<file path="src/rtl/id_ex_alu_stage.sv">
// ID/EX pipeline register feeding the EX-stage ALU result selector.
// Decodes ALUOp/funct into a 3-bit ALU select code, selects operand B,
// supports stall (hold) and flush (bubble), flags illegal R-type functs and
// keeps a saturating count of instructions issued to EX.
module id_ex_alu_stage #(
  parameter int WIDTH = 32,
  parameter int CNT_W = 16
) (
  input  logic             clk,
  input  logic             rst_n,
  input  logic             stall,
  input  logic             flush,
  input  logic             id_valid,
  input  logic [1:0]       id_alu_op,
  input  logic [5:0]       id_funct,
  input  logic             id_alu_src,
  input  logic [WIDTH-1:0] id_rs_data,
  input  logic [WIDTH-1:0] id_rt_data,
  input  logic [WIDTH-1:0] id_imm,
  output logic             ex_valid,
  output logic [2:0]       ex_alu_sel,
  output logic [WIDTH-1:0] ex_op_a,
  output logic [WIDTH-1:0] ex_op_b,
  output logic [WIDTH-1:0] ex_store_data,
  output logic             ex_illegal,
  output logic [CNT_W-1:0] issue_cnt
);

  // ALU select codes understood by the EX result mux
  localparam logic [2:0] SEL_AND = 3'b000;
  localparam logic [2:0] SEL_OR  = 3'b001;
  localparam logic [2:0] SEL_ADD = 3'b010;
  localparam logic [2:0] SEL_SUB = 3'b110;
  localparam logic [2:0] SEL_SLT = 3'b111;

  // R-type funct encodings
  localparam logic [5:0] FN_ADD = 6'b100000;
  localparam logic [5:0] FN_SUB = 6'b100010;
  localparam logic [5:0] FN_AND = 6'b100100;
  localparam logic [5:0] FN_OR  = 6'b100101;
  localparam logic [5:0] FN_SLT = 6'b101010;

  localparam logic [CNT_W-1:0] CNT_MAX = {CNT_W{1'b1}};

  logic             dec_sel_illegal_s;
  logic [2:0]       dec_sel_s;
  logic [WIDTH-1:0] dec_op_b_s;

  logic             valid_q,   valid_d;
  logic [2:0]       sel_q,     sel_d;
  logic [WIDTH-1:0] op_a_q,    op_a_d;
  logic [WIDTH-1:0] op_b_q,    op_b_d;
  logic [WIDTH-1:0] sd_q,      sd_d;
  logic             illegal_q, illegal_d;
  logic [CNT_W-1:0] cnt_q,     cnt_d;

  // Decode ALUOp/funct into the ALU select code and an illegal-funct flag
  always_comb begin
    dec_sel_s         = SEL_ADD;
    dec_sel_illegal_s = 1'b0;
    case (id_alu_op)
      2'b00: dec_sel_s = SEL_ADD;
      2'b01: dec_sel_s = SEL_SUB;
      2'b11: dec_sel_s = SEL_OR;
      2'b10: begin
        case (id_funct)
          FN_ADD:  dec_sel_s = SEL_ADD;
          FN_SUB:  dec_sel_s = SEL_SUB;
          FN_AND:  dec_sel_s = SEL_AND;
          FN_OR:   dec_sel_s = SEL_OR;
          FN_SLT:  dec_sel_s = SEL_SLT;
          default: begin
            dec_sel_s         = SEL_ADD;
            dec_sel_illegal_s = 1'b1;
          end
        endcase
      end
      default: dec_sel_s = SEL_ADD;
    endcase
  end

  // Operand B comes from the immediate for I-type, otherwise from rt
  always_comb begin
    if (id_alu_src) begin
      dec_op_b_s = id_imm;
    end else begin
      dec_op_b_s = id_rt_data;
    end
  end

  // Next-state of the pipeline register: flush beats stall beats load
  always_comb begin
    valid_d   = valid_q;
    sel_d     = sel_q;
    op_a_d    = op_a_q;
    op_b_d    = op_b_q;
    sd_d      = sd_q;
    illegal_d = illegal_q;
    if (flush || (!stall && !id_valid)) begin
      // bubble: garbage decode of an invalid slot is discarded
      valid_d   = 1'b0;
      sel_d     = SEL_ADD;
      op_a_d    = '0;
      op_b_d    = '0;
      sd_d      = '0;
      illegal_d = 1'b0;
    end else if (stall) begin
      valid_d   = valid_q;
    end else begin
      valid_d   = 1'b1;
      sel_d     = dec_sel_s;
      op_a_d    = id_rs_data;
      op_b_d    = dec_op_b_s;
      sd_d      = id_rt_data;
      illegal_d = dec_sel_illegal_s;
    end
  end

  // Issue counter advances only on real loads and sticks at all-ones
  always_comb begin
    cnt_d = cnt_q;
    if (!flush && !stall && id_valid && (cnt_q != CNT_MAX)) begin
      cnt_d = cnt_q + {{(CNT_W-1){1'b0}}, 1'b1};
    end else begin
      cnt_d = cnt_q;
    end
  end

  // State registers; reset forces bubble contents and clears the counter
  always_ff @(posedge clk or negedge rst_n) begin
    if (!rst_n) begin
      valid_q   <= 1'b0;
      sel_q     <= SEL_ADD;
      op_a_q    <= '0;
      op_b_q    <= '0;
      sd_q      <= '0;
      illegal_q <= 1'b0;
      cnt_q     <= '0;
    end else begin
      valid_q   <= valid_d;
      sel_q     <= sel_d;
      op_a_q    <= op_a_d;
      op_b_q    <= op_b_d;
      sd_q      <= sd_d;
      illegal_q <= illegal_d;
      cnt_q     <= cnt_d;
    end
  end

  assign ex_valid      = valid_q;
  assign ex_alu_sel    = sel_q;
  assign ex_op_a       = op_a_q;
  assign ex_op_b       = op_b_q;
  assign ex_store_data = sd_q;
  assign ex_illegal    = illegal_q;
  assign issue_cnt     = cnt_q;

endmodule

</file>
<file path="config.mk">
export PLATFORM = sky130hd
export DESIGN_NAME = id_ex_alu_stage
export DESIGN_NICKNAME = d
export VERILOG_FILES = /design/src/rtl/id_ex_alu_stage.sv
export SDC_FILE = /design/constraint.sdc
export NUM_CORES = 1
export LEC_CHECK = 0
export BUFFER_PORTS_ARGS = -buffer_cell sky130_fd_sc_hd__buf_2
export CAP_MARGIN = 10
export CORE_MARGIN = 2
export CORE_UTILIZATION = 30
export CTS_CLUSTER_DIAMETER = 40
export CTS_CLUSTER_SIZE = 24
export DETAILED_ROUTE_END_ITERATION = 10
export PLACE_DENSITY = 0.65
export SLEW_MARGIN = 20
export SYNTH_ARGS = -nofsm -noshare
export SYNTH_HDL_FRONTEND = slang
export SYNTH_SLANG_ARGS = --single-unit
</file>
<file path="constraint.sdc">
create_clock -name clk -period 2.3 [get_ports clk]
set_input_delay 0.115 -clock clk [delete_from_list [all_inputs] [get_ports clk]]
set_output_delay 0.115 -clock clk [all_outputs]
set_load 0.01 [all_outputs]
</file>
==> results of run 1 <==
==> per-layer routing <==
| layer | track usage (%) | wire [um] | part of all wire [%] |
|---|---|---|---|
| met1 | 19.69 | 5749 | 42 |
| met2 | 27.63 | 6790 | 49 |
| met3 | 5.330 | 1051 | 7.6 |
| met4 | 6.705 | 251 | 1.8 |
| met5 | 0 | 0 | 0 |
==> state kept, by name (all words and copies together), names as in the netlist <==
signal,count
ex_illegal,1
ex_store_data,32
ex_op_a,32
ex_alu_sel,3
issue_cnt,16
ex_valid,1
ex_op_b,32
==> worst min-delay path: stages <==
cell     delay [ns]
buf_2          0.07
mux2i_1        0.05
o21ai_0        0.13
==> worst paths after layout <==
| kind | start | end | slack [ns] | depth (start not counted) |
|---|---|---|---|---|
| worst max-delay path | issue_cnt[0] | issue_cnt[1] | 0.34 | 5 |
| worst min-delay path | id_imm[15] | ex_op_b[15] | 0.02 | 3 |
| worst max register to register | issue_cnt[0] | issue_cnt[1] | 0.34 | 5 |
| worst min register to register | ex_alu_sel[1] | ex_alu_sel[1] | 0.46 | 2 |
| max in group asynchronous | rst_n | ex_alu_sel[1] | 1.39 | 3 |
| min in group asynchronous | rst_n | ex_op_b[21] | 0.17 | 2 |
==> cells in the final DEF, fill, tap and decap left out, types with 3 or more instances in the layout <==
cell	n
nor4b_1	4
buf_4	8
nor4_1	4
buf_2	225
xnor2_1	3
dfrtp_1	116
clkinv_2	6
o21ai_0	35
nor2b_1	3
clkinvlp_4	3
mux2i_1	32
xor2_1	11
nand3_1	7
a22o_1	64
dlygate4sd3_1	71
nand4_1	5
clkbuf_16	17
nor3_1	5
nand2_1	40
==> area by class of cell <==
class / instances / area, um^2 / area share, %
flip-flops and latches: 117 / 2929 / 39.54
repair buffers: 306 / 1937 / 26.14
multi-input cells: 236 / 1725 / 23.29
clock buffers: 21 / 460.4 / 6.215
well taps: 216 / 270.3 / 3.648
clock inverters: 10 / 82.58 / 1.115
inverters: 1 / 3.754 / 0.05067
==> where the power goes <==
group | switching, mW | internal, mW | total, mW
sequential | 0.115 | 2.18 | 2.29
clock | 0.887 | 1.52 | 2.41
combinational | 0.350 | 0.354 | 0.704
total | 1.35 | 4.05 | 5.40
==> kinds of logic (layout without fill, tap and decap cells) <==
kind of cell | count (synthesis) | in the layout | share of synthesized area [%]
flip-flops | 117 | 117 | 61.51
AO/OA/AOI/OAI | 107 | 107 | 16.79
AND/OR/NAND/NOR | 81 | 81 | 9.301
multiplexers | 33 | 33 | 7.041
buffers and inverters | 28 | 338 | 2.522
XOR/XNOR | 14 | 14 | 2.575
adder cells (fa/ha/maj) | 1 | 1 | 0.2627
==> through the flow <==
stage	power, mW	hold WS (ns)	instances	setup slack (ns)
detailed placement	2.940	0.05749	805	0.3229
global placement	2.916	0.04710	805	0.4548
CTS	5.470	0.002367	907	0.3185
global route	5.667	0.02430	907	0.1999
floorplan	2.590	-0.1806	381	0.5063
finish	5.403	0.01733	907	0.3403
==> run summary, run 1 <==
# rows = 46
Worst Hold Class = primary input to flip-flop
DR WL/cell = 15.26 um
Worst Setup Start Kind = flip-flop
Post-synth EDFFs = 0
Post-CTS Setup Bufs = 0
Core ar. = 15710 um^2
cells resized by post-CTS repair = 0
placed cell area = 6155 um^2
Post-CTS Hold Fix Bufs = 71
status = complete, no violations
Critical Path Slowest Stage Cell = nor4_4
crit path cell chain = ha_1 -> nand4_4 -> nor4_4 -> nor2_2 -> mux2_4
Layout Utilization = 47.15%
Post-Route WL = 13840 um
Clk Latency, worst-skew pair = 0.40 ns
Setup Skew = 0.004668 ns
Critical Path RT = 2.59 ns
# clock sinks = 117
DRT antenna net count = 0
Tightest Pin Transition = 0.6757 ns
ratio of cells with drive above 1 in the final layout = 39.36%
PwrDens = 729.3 nW/um^2
CP Buf/Inv Count = 0
io pins = 227
final setup fails = 0
initial antenna violation count = 0
cell family with most CP delay = simple AND/OR/NAND/NOR gates
CTS tree = built
Initial Util = 30.31%
Clock transition at path regs = 0.05 ns
DRC = 0
grt ovf = 0
fin crit period = 1.960 ns
crit path max fanout = 9
Leak = 3.956 nW
Mapped Nets = 492
Synth area leaders = dfrtp_1 (61%), a22o_1 (12%), mux2i_1 (6.7%), o21ai_0 (3.7%), nand2_1 (3.2%)
fillcell total = 1444
Arr. time, crit path = 2.25 ns
Synth top area share = 60.96%
H-tree Lvls = 4
Syn Inst Count = 381
Final Max Tran Viols = 0
first-pass detailed-route iteration total = 4
crit-path max cell delay = 0.56 ns
most frequent cell after synthesis = dfrtp_1
vias in the first global route = 4335
yosys synthesis warning count = 0
All-Layer GR Usage = 16.50%
setup repair after global routing missed its margin = false
port bufs = 226
HPWL after detailed placement = 9533 um
synth cell count leaders = dfrtp_1 (116), a22o_1 (64), nand2_1 (40)
Critical Path End Type = flip-flop
Post-Route Setup TNS = 0 ns
period utilization = 85.21%
final net count = 790
ys flop type = dfrtp_1
Netlist Area Pre-Place = 4762 um^2
Final Instance Area = 7408 um^2
final hold vios = 0
DR vias/cell = 4.725
Final GP Congestion = 0.8798
Bufs on Longest Clock Path = 2
syn_area_per_cell = 12.50 um^2
Max Freq = 510.3 MHz
Iter 0 DRT Violations = 170
area delta synth->final = 55.57%
count of different cell masters after synthesis = 36
share of the yosys chip area belonging to registers = 61.51%
via count = 4286
die height = 130.0 um
Synth area leader = dfrtp_1
clock root cell = clkbuf_16
largest net degree at the start of global routing = 64
Die Width = 130.0 um
ys async rst share = 100.0%
die area = 16900 um^2
first-pass GRT wire length = 21680 um
MaxCap Viol Count = 0
WS Path Type = flip-flop to flip-flop
Antenna Cells = 0
Worst slew margin = 54.95%
CTS Buf Count = 17
FF+latch count, synth = 117
Peak supply drop = 0.0004666 V
Note: power is estimated with default switching activity, not from simulation.
==> run 2: changes to the inputs <==
Settings changed: CORE_ASPECT_RATIO set to 0.9, CTS_BUF_LIST set to sky130_fd_sc_hd__clkbuf_4 sky130_fd_sc_hd__clkbuf_8 sky130_fd_sc_hd__clkbuf_16, GPL_ROUTABILITY_DRIVEN set to 0.
==> run 2 against run 1 <==
Compared with the run above: worst hold slack improved by 0.0020 ns; global-route usage rose by 0.75 points; clock skew up 0.0048 ns; via count up 0.98%; flip-flop and latch count unchanged; cell count shrank 0.99%; sequential share of layout area fell by 0.19 points; first-iteration DRC count increased by 36%; routed wire length increased by 3.6%; clock power is essentially flat; critical endpoint unchanged; largest cell class unchanged.
==> run summary, run 2 (synthesized netlist as in run 1, its figures left out) <==
status = complete, no violations
Sequential Power Share = 42.4%
Clk pwr share = 44.6%
internal power = 4.065 mW
DR WL/cell = 15.97 um
MaxCap Viol Count = 0
final setup fails = 0
PwrDens = 727.1 nW/um^2
setup repair after global routing missed its margin = false
DR vias/cell = 4.820
CTS tree = built
commonest non-fill, non-tap cell in the layout = buf_2
DRT antenna net count = 0
# rows = 43
grt ovf = 0
commonest non-fill, non-tap cells in the layout = buf_2 (225), dfrtp_1 (116), dlygate4sd3_1 (76)
Setup Skew = 0.009480 ns
Worst slew margin = 60.07%
Worst Hold Class = primary input to flip-flop
# clock sinks = 117
Clock transition at path regs = 0.05 ns
All-Layer GR Usage = 17.25%
CTS Buf Count = 17
H-tree Lvls = 4
vias in the first global route = 4411
cells resized by post-CTS repair = 0
ratio of cells with drive above 1 in the final layout = 39.37%
clock root cell = clkbuf_16
period utilization = 83.73%
Sw Share = 24.89%
port bufs = 226
Switch Pwr = 1.347 mW
final hold vios = 0
WS Path Type = flip-flop to flip-flop
Iter 0 DRT Violations = 232
Critical Path End Type = flip-flop
die area = 16900 um^2
first-pass GRT wire length = 22380 um
HPWL after detailed placement = 9805 um
Tightest Pin Transition = 0.5989 ns
Post-CTS Setup Bufs = 0
via count = 4328
Antenna Cells = 0
area delta synth->final = 56.31%
Initial Util = 30.73%
Final Instance Area = 7443 um^2
final net count = 795
Peak supply drop = 0.0004762 V
combinational power share = 13.1%
Core ar. = 15490 um^2
Die Width = 136.8 um
Post-Route Setup TNS = 0 ns
Final Max Tran Viols = 0
Critical Path RT = 2.59 ns
Worst Setup Start Kind = flip-flop
Bufs on Longest Clock Path = 2
placed cell area = 6137 um^2
first-pass detailed-route iteration total = 5
fin crit period = 1.926 ns
Post-Route WL = 14340 um
crit path max fanout = 9
Arr. time, crit path = 2.22 ns
fillcell total = 1374
die height = 123.5 um
Max Freq = 519.3 MHz
initial antenna violation count = 0
io pins = 227
Clk Latency, worst-skew pair = 0.41 ns
DRC = 0
Leak = 3.985 nW
largest net degree at the start of global routing = 62
-- run 2: cell count changes in the layout (fill, tap and decap cells not counted) --
cell,previous run,this run
clkinv_4,0,1
clkinvlp_4,3,2
dlygate4sd3_1,71,76
clkbuf_1,2,0
clkbuf_4,0,3
clkbuf_8,2,1
-- run 2: through the flow --
stage | instances | hold WS [ns] | power, mW | setup WS [ns] | utilization, %
after floorplan | 381 | -0.1806 | 2.590 | 0.5063 | -
after global placement | 791 | 0.05644 | 2.911 | 0.4591 | 39.61
after detailed placement | 791 | 0.05956 | 2.938 | 0.3834 | 39.61
after CTS | 898 | 0.0008542 | 5.480 | 0.3745 | 48.04
after global routing | 898 | 0.01616 | 5.682 | 0.2027 | 48.04
final | 898 | 0.01937 | 5.412 | 0.3743 | 48.04
-- run 2: timing repair --
action,4_1_cts,5_1_grt
hold buffers,76,0
endpoints found under the hold margin,101,0
endpoints found under the setup margin,0,0
-- run 2: worst paths after layout --
path                                  to    startpoint  slack (ns)  depth (start not counted)
max in group asynchronous  ex_alu_sel[1]         rst_n        1.35                          3
hold / removal                ex_op_b[1]     id_imm[1]        0.02                          3
setup / recovery            issue_cnt[1]  issue_cnt[1]        0.37                          5
min in group asynchronous    ex_op_b[10]         rst_n        0.18                          2
setup reg to reg            issue_cnt[1]  issue_cnt[1]        0.37                          5
hold reg to reg              ex_op_b[18]   ex_op_b[18]        0.48                          2
-- run 2: layout make-up --
type	count	area (um^2)	area share [%]
Clock buffer	21	461.7	6.203
Multi-Input combinational cell	236	1725	23.18
Tap cell	202	252.7	3.396
Sequential cell	117	2929	39.35
Timing Repair Buffer	311	1987	26.69
Clock inverter	10	83.83	1.126
Inverter	1	3.754	0.05043
-- run 2: layer usage --
metal	vias up	part of all wire (%)	GRT usage, %	wire length (um)
met5	-	0	0	0
met4	0	1.4	6.379	195
met3	17	7.7	6.109	1103
met2	181	48	28.00	6878
met1	2108	43	21.23	6165
li1	2022	-	-	-
-- run 2: power by group through the flow --
stage	logic [mW]	clock network, mW	registers, mW
CTS	0.714	2.47	2.29
floorplan	0.221	0	2.37
global placement	0.597	0	2.31
finish	0.707	2.41	2.29
detailed placement	0.613	0	2.33
global route	0.775	2.59	2.31
-- run 2: worst max-delay path, cell delays in order (launching register included) --
cell     delay, ns
dfrtp_1       0.41
ha_1          0.25
nand4_4       0.17
nor4_4        0.56
nor2_2        0.11
mux2_4        0.32
==> run 3: changes to the inputs <==
Settings changed: ABC_AREA set to 1, PLACE_DENSITY 0.65 to 0.64.
Clock period 2.3 ns to 1.85 ns, I/O delays scaled along.
==> run 3 against run 2 <==
Compared with the run above: worst hold slack worse by 0.0050 ns; die area up 6.3%; routed wire length up 7.2%; critical endpoint is now issue_cnt[3]; highest routed layer unchanged.
==> run summary, run 3 <==
status = complete, no violations
Arr. time, crit path = 1.91 ns
compound-gate portion of the synthesized area = 16.60%
CTS tree = built
Final Max Tran Viols = 0
DR WL/cell = 13.91 um
final net count = 993
final hold vios = 0
Antenna Cells = 0
die area = 17970 um^2
ratio of cells with drive above 1 in the final layout = 32.21%
ys flop type = dfrtp_1
first-pass GRT wire length = 24210 um
reg2reg start = issue_cnt[1]
non-filler cells in the finished layout = 1105
most frequent cell after synthesis = nand2_1
mux contribution to synthesized area = 0%
CP Buf/Inv Count = 1
clock root cell = clkbuf_16
Synth top area share = 57.21%
DRC = 0
dpl ws = 0.005562 ns
CP Launch Point = issue_cnt[1]
largest family of logic cells by synthesized area = simple AND/OR/NAND/NOR gates
Post-Synth Adder-Cell Area = 0.2466%
Synth area leader = dfrtp_1
Worst Setup Start Kind = flip-flop
worst setup margin = 0.2723 ns
Die Width = 141.1 um
synth cell count leaders = nand2_1 (158), dfrtp_1 (116), o21ai_0 (83)
Syn Inst Count = 561
HPWL after detailed placement = 9769 um
Tightest Pin Transition = 0.7341 ns
H-tree Lvls = 4
yosys synthesis warning count = 0
Hold Path Stages = 3
PwrDens = 897.2 nW/um^2
grt ovf = 0
Critical Path End Type = flip-flop
Leak = 4.298 nW
cell family with most CP delay = simple AND/OR/NAND/NOR gates
crit path cell chain = ha_1 -> nand3_2 -> inv_1 -> nand2_2 -> nor2_1 -> nor2_2 -> nand2_1 -> o21ai_2
Critical Path Slowest Stage Cell = dfrtp_1
placed cell count = 984
Post-CTS Setup Bufs = 0
Netlist Area Pre-Place = 5074 um^2
hold_ws = 0.01433 ns
worst min-delay path endpoint = ex_op_b[24]
DR vias/cell = 4.513
CTS Buf Count = 17
Worst Hold Class = primary input to flip-flop
Iter 0 DRT Violations = 296
Post-Route Setup TNS = 0 ns
count of different cell masters after synthesis = 29
# rows = 45
Peak supply drop = 0.0005557 V
Clock transition at path regs = 0.05 ns
commonest non-fill, non-tap cells in the layout = buf_2 (225), nand2_1 (157), dfrtp_1 (116)
period utilization = 85.28%
FF+latch count, synth = 117
placed cell area = 6490 um^2
Core ar. = 16720 um^2
crit path max fanout = 12
Post-synth EDFFs = 0
area delta synth->final = 58.18%
syn_area_per_cell = 9.044 um^2
Reg2Reg Depth = 8
share of the yosys chip area belonging to registers = 57.73%
ys async rst share = 100.0%
Initial Util = 30.34%
# clock sinks = 117
worst flop-to-flop path endpoint = issue_cnt[3]
Final Instance Area = 8025 um^2
Clk Latency, worst-skew pair = 0.41 ns
via count = 4987
initial antenna violation count = 0
commonest non-fill, non-tap cell in the layout = buf_2
crit-path max cell delay = 0.41 ns
Worst slew margin = 51.06%
Bufs on Longest Clock Path = 2
Max Freq = 633.8 MHz
Setup Skew = 0.003662 ns
Critical Path RT = 2.19 ns
fin crit period = 1.578 ns
Post-Synth XOR/XNOR Area = 1.036%
final setup fails = 0
DRT antenna net count = 0
largest net degree at the start of global routing = 118
WS Path Type = flip-flop to flip-flop
vias in the first global route = 4918
Mapped Nets = 672
Synth area leaders = dfrtp_1 (57%), nand2_1 (12%), o21ai_0 (8.2%), a22o_1 (6.6%), inv_1 (3.5%)
All-Layer GR Usage = 17.04%
Post-Route WL = 15370 um
FF-to-FF setup slack = 0.27 ns
Synth Area in Simple Gates = 17.88%
setup repair after global routing missed its margin = false
port bufs = 226
first-pass detailed-route iteration total = 4
MaxCap Viol Count = 0
min-delay src = id_imm[24]
io pins = 227
die height = 127.4 um
==> run 3: cell count changes after synthesis, sizes merged, moves of 6 or more <==
cell,delta
a22o,-26
buf,+8
clkbuf,-7
inv,+50
mux2i,-32
nand2,+123
nor2,+40
nor4,-6
o21ai,+51
o31ai,+6
xor2,-10
==> run 3: layout make-up <==
cell class,count,area [um^2]
Clock inverter,9,150.1
Inverter,51,191.4
Multi-Input combinational cell,365,1819
Tap cell,211,264.0
Fill cell,1583,8697
Sequential cell,117,2929
Timing Repair Buffer,330,2190
Clock buffer,22,481.7
==> run 3: cells by family (layout without fill, tap and decap cells) <==
family,after synthesis,in the layout
XOR/XNOR,6,6
flip-flops,117,117
buffers and inverters,79,412
adder cells (fa/ha/maj),1,1
AO/OA/AOI/OAI,134,134
AND/OR/NAND/NOR,224,224
==> run 3: repair_timing <==
item | in CTS | in global routing
endpoints found under the setup margin | 2 | 0
hold buffers | 90 | 0
endpoints found under the hold margin | 205 | 0
resized for setup | 1 | 0
==> run 3: routing by layer <==
| metal | wire length [um] | GRT usage, % | vias up | share of wire [%] |
|---|---|---|---|---|
| met5 | 0 | 0 | - | 0 |
| met4 | 303 | 7.000 | 0 | 2.0 |
| met3 | 662 | 3.748 | 24 | 4.3 |
| met2 | 7537 | 28.67 | 149 | 49 |
| met1 | 6868 | 21.36 | 2330 | 45 |
| li1 | - | - | 2484 | - |
==> run 3: stage by stage <==
stage               power (mW)  utilization, %
finish                   7.200           47.99
global route             7.512           47.99
CTS                      7.293           47.99
detailed placement       3.588           38.81
global placement         3.577           38.81
floorplan                3.180               -
==> run 3: worst max-delay path by stage <==
stage	to	cells after the start
3_3_place_gp	issue_cnt[3]	8
5_1_grt	issue_cnt[3]	8
6_report	issue_cnt[3]	8
4_1_cts	issue_cnt[7]	8
3_5_place_dp	issue_cnt[3]	8
2_1_floorplan	issue_cnt[3]	8
==> run 3: where the power goes <==
part	leakage, nW	internal, mW	switching, mW	total, mW
clock network	0.309	2.37	1.13	3.51
logic	2.40	0.439	0.461	0.900
registers	1.59	2.69	0.0991	2.79
total	4.30	5.51	1.69	7.20
==> run 3: worst min-delay path: cells and delay by family <==
kind,cells,cell delay [ns]
AO/OA/AOI/OAI,2,0.21
buffers and inverters,1,0.07
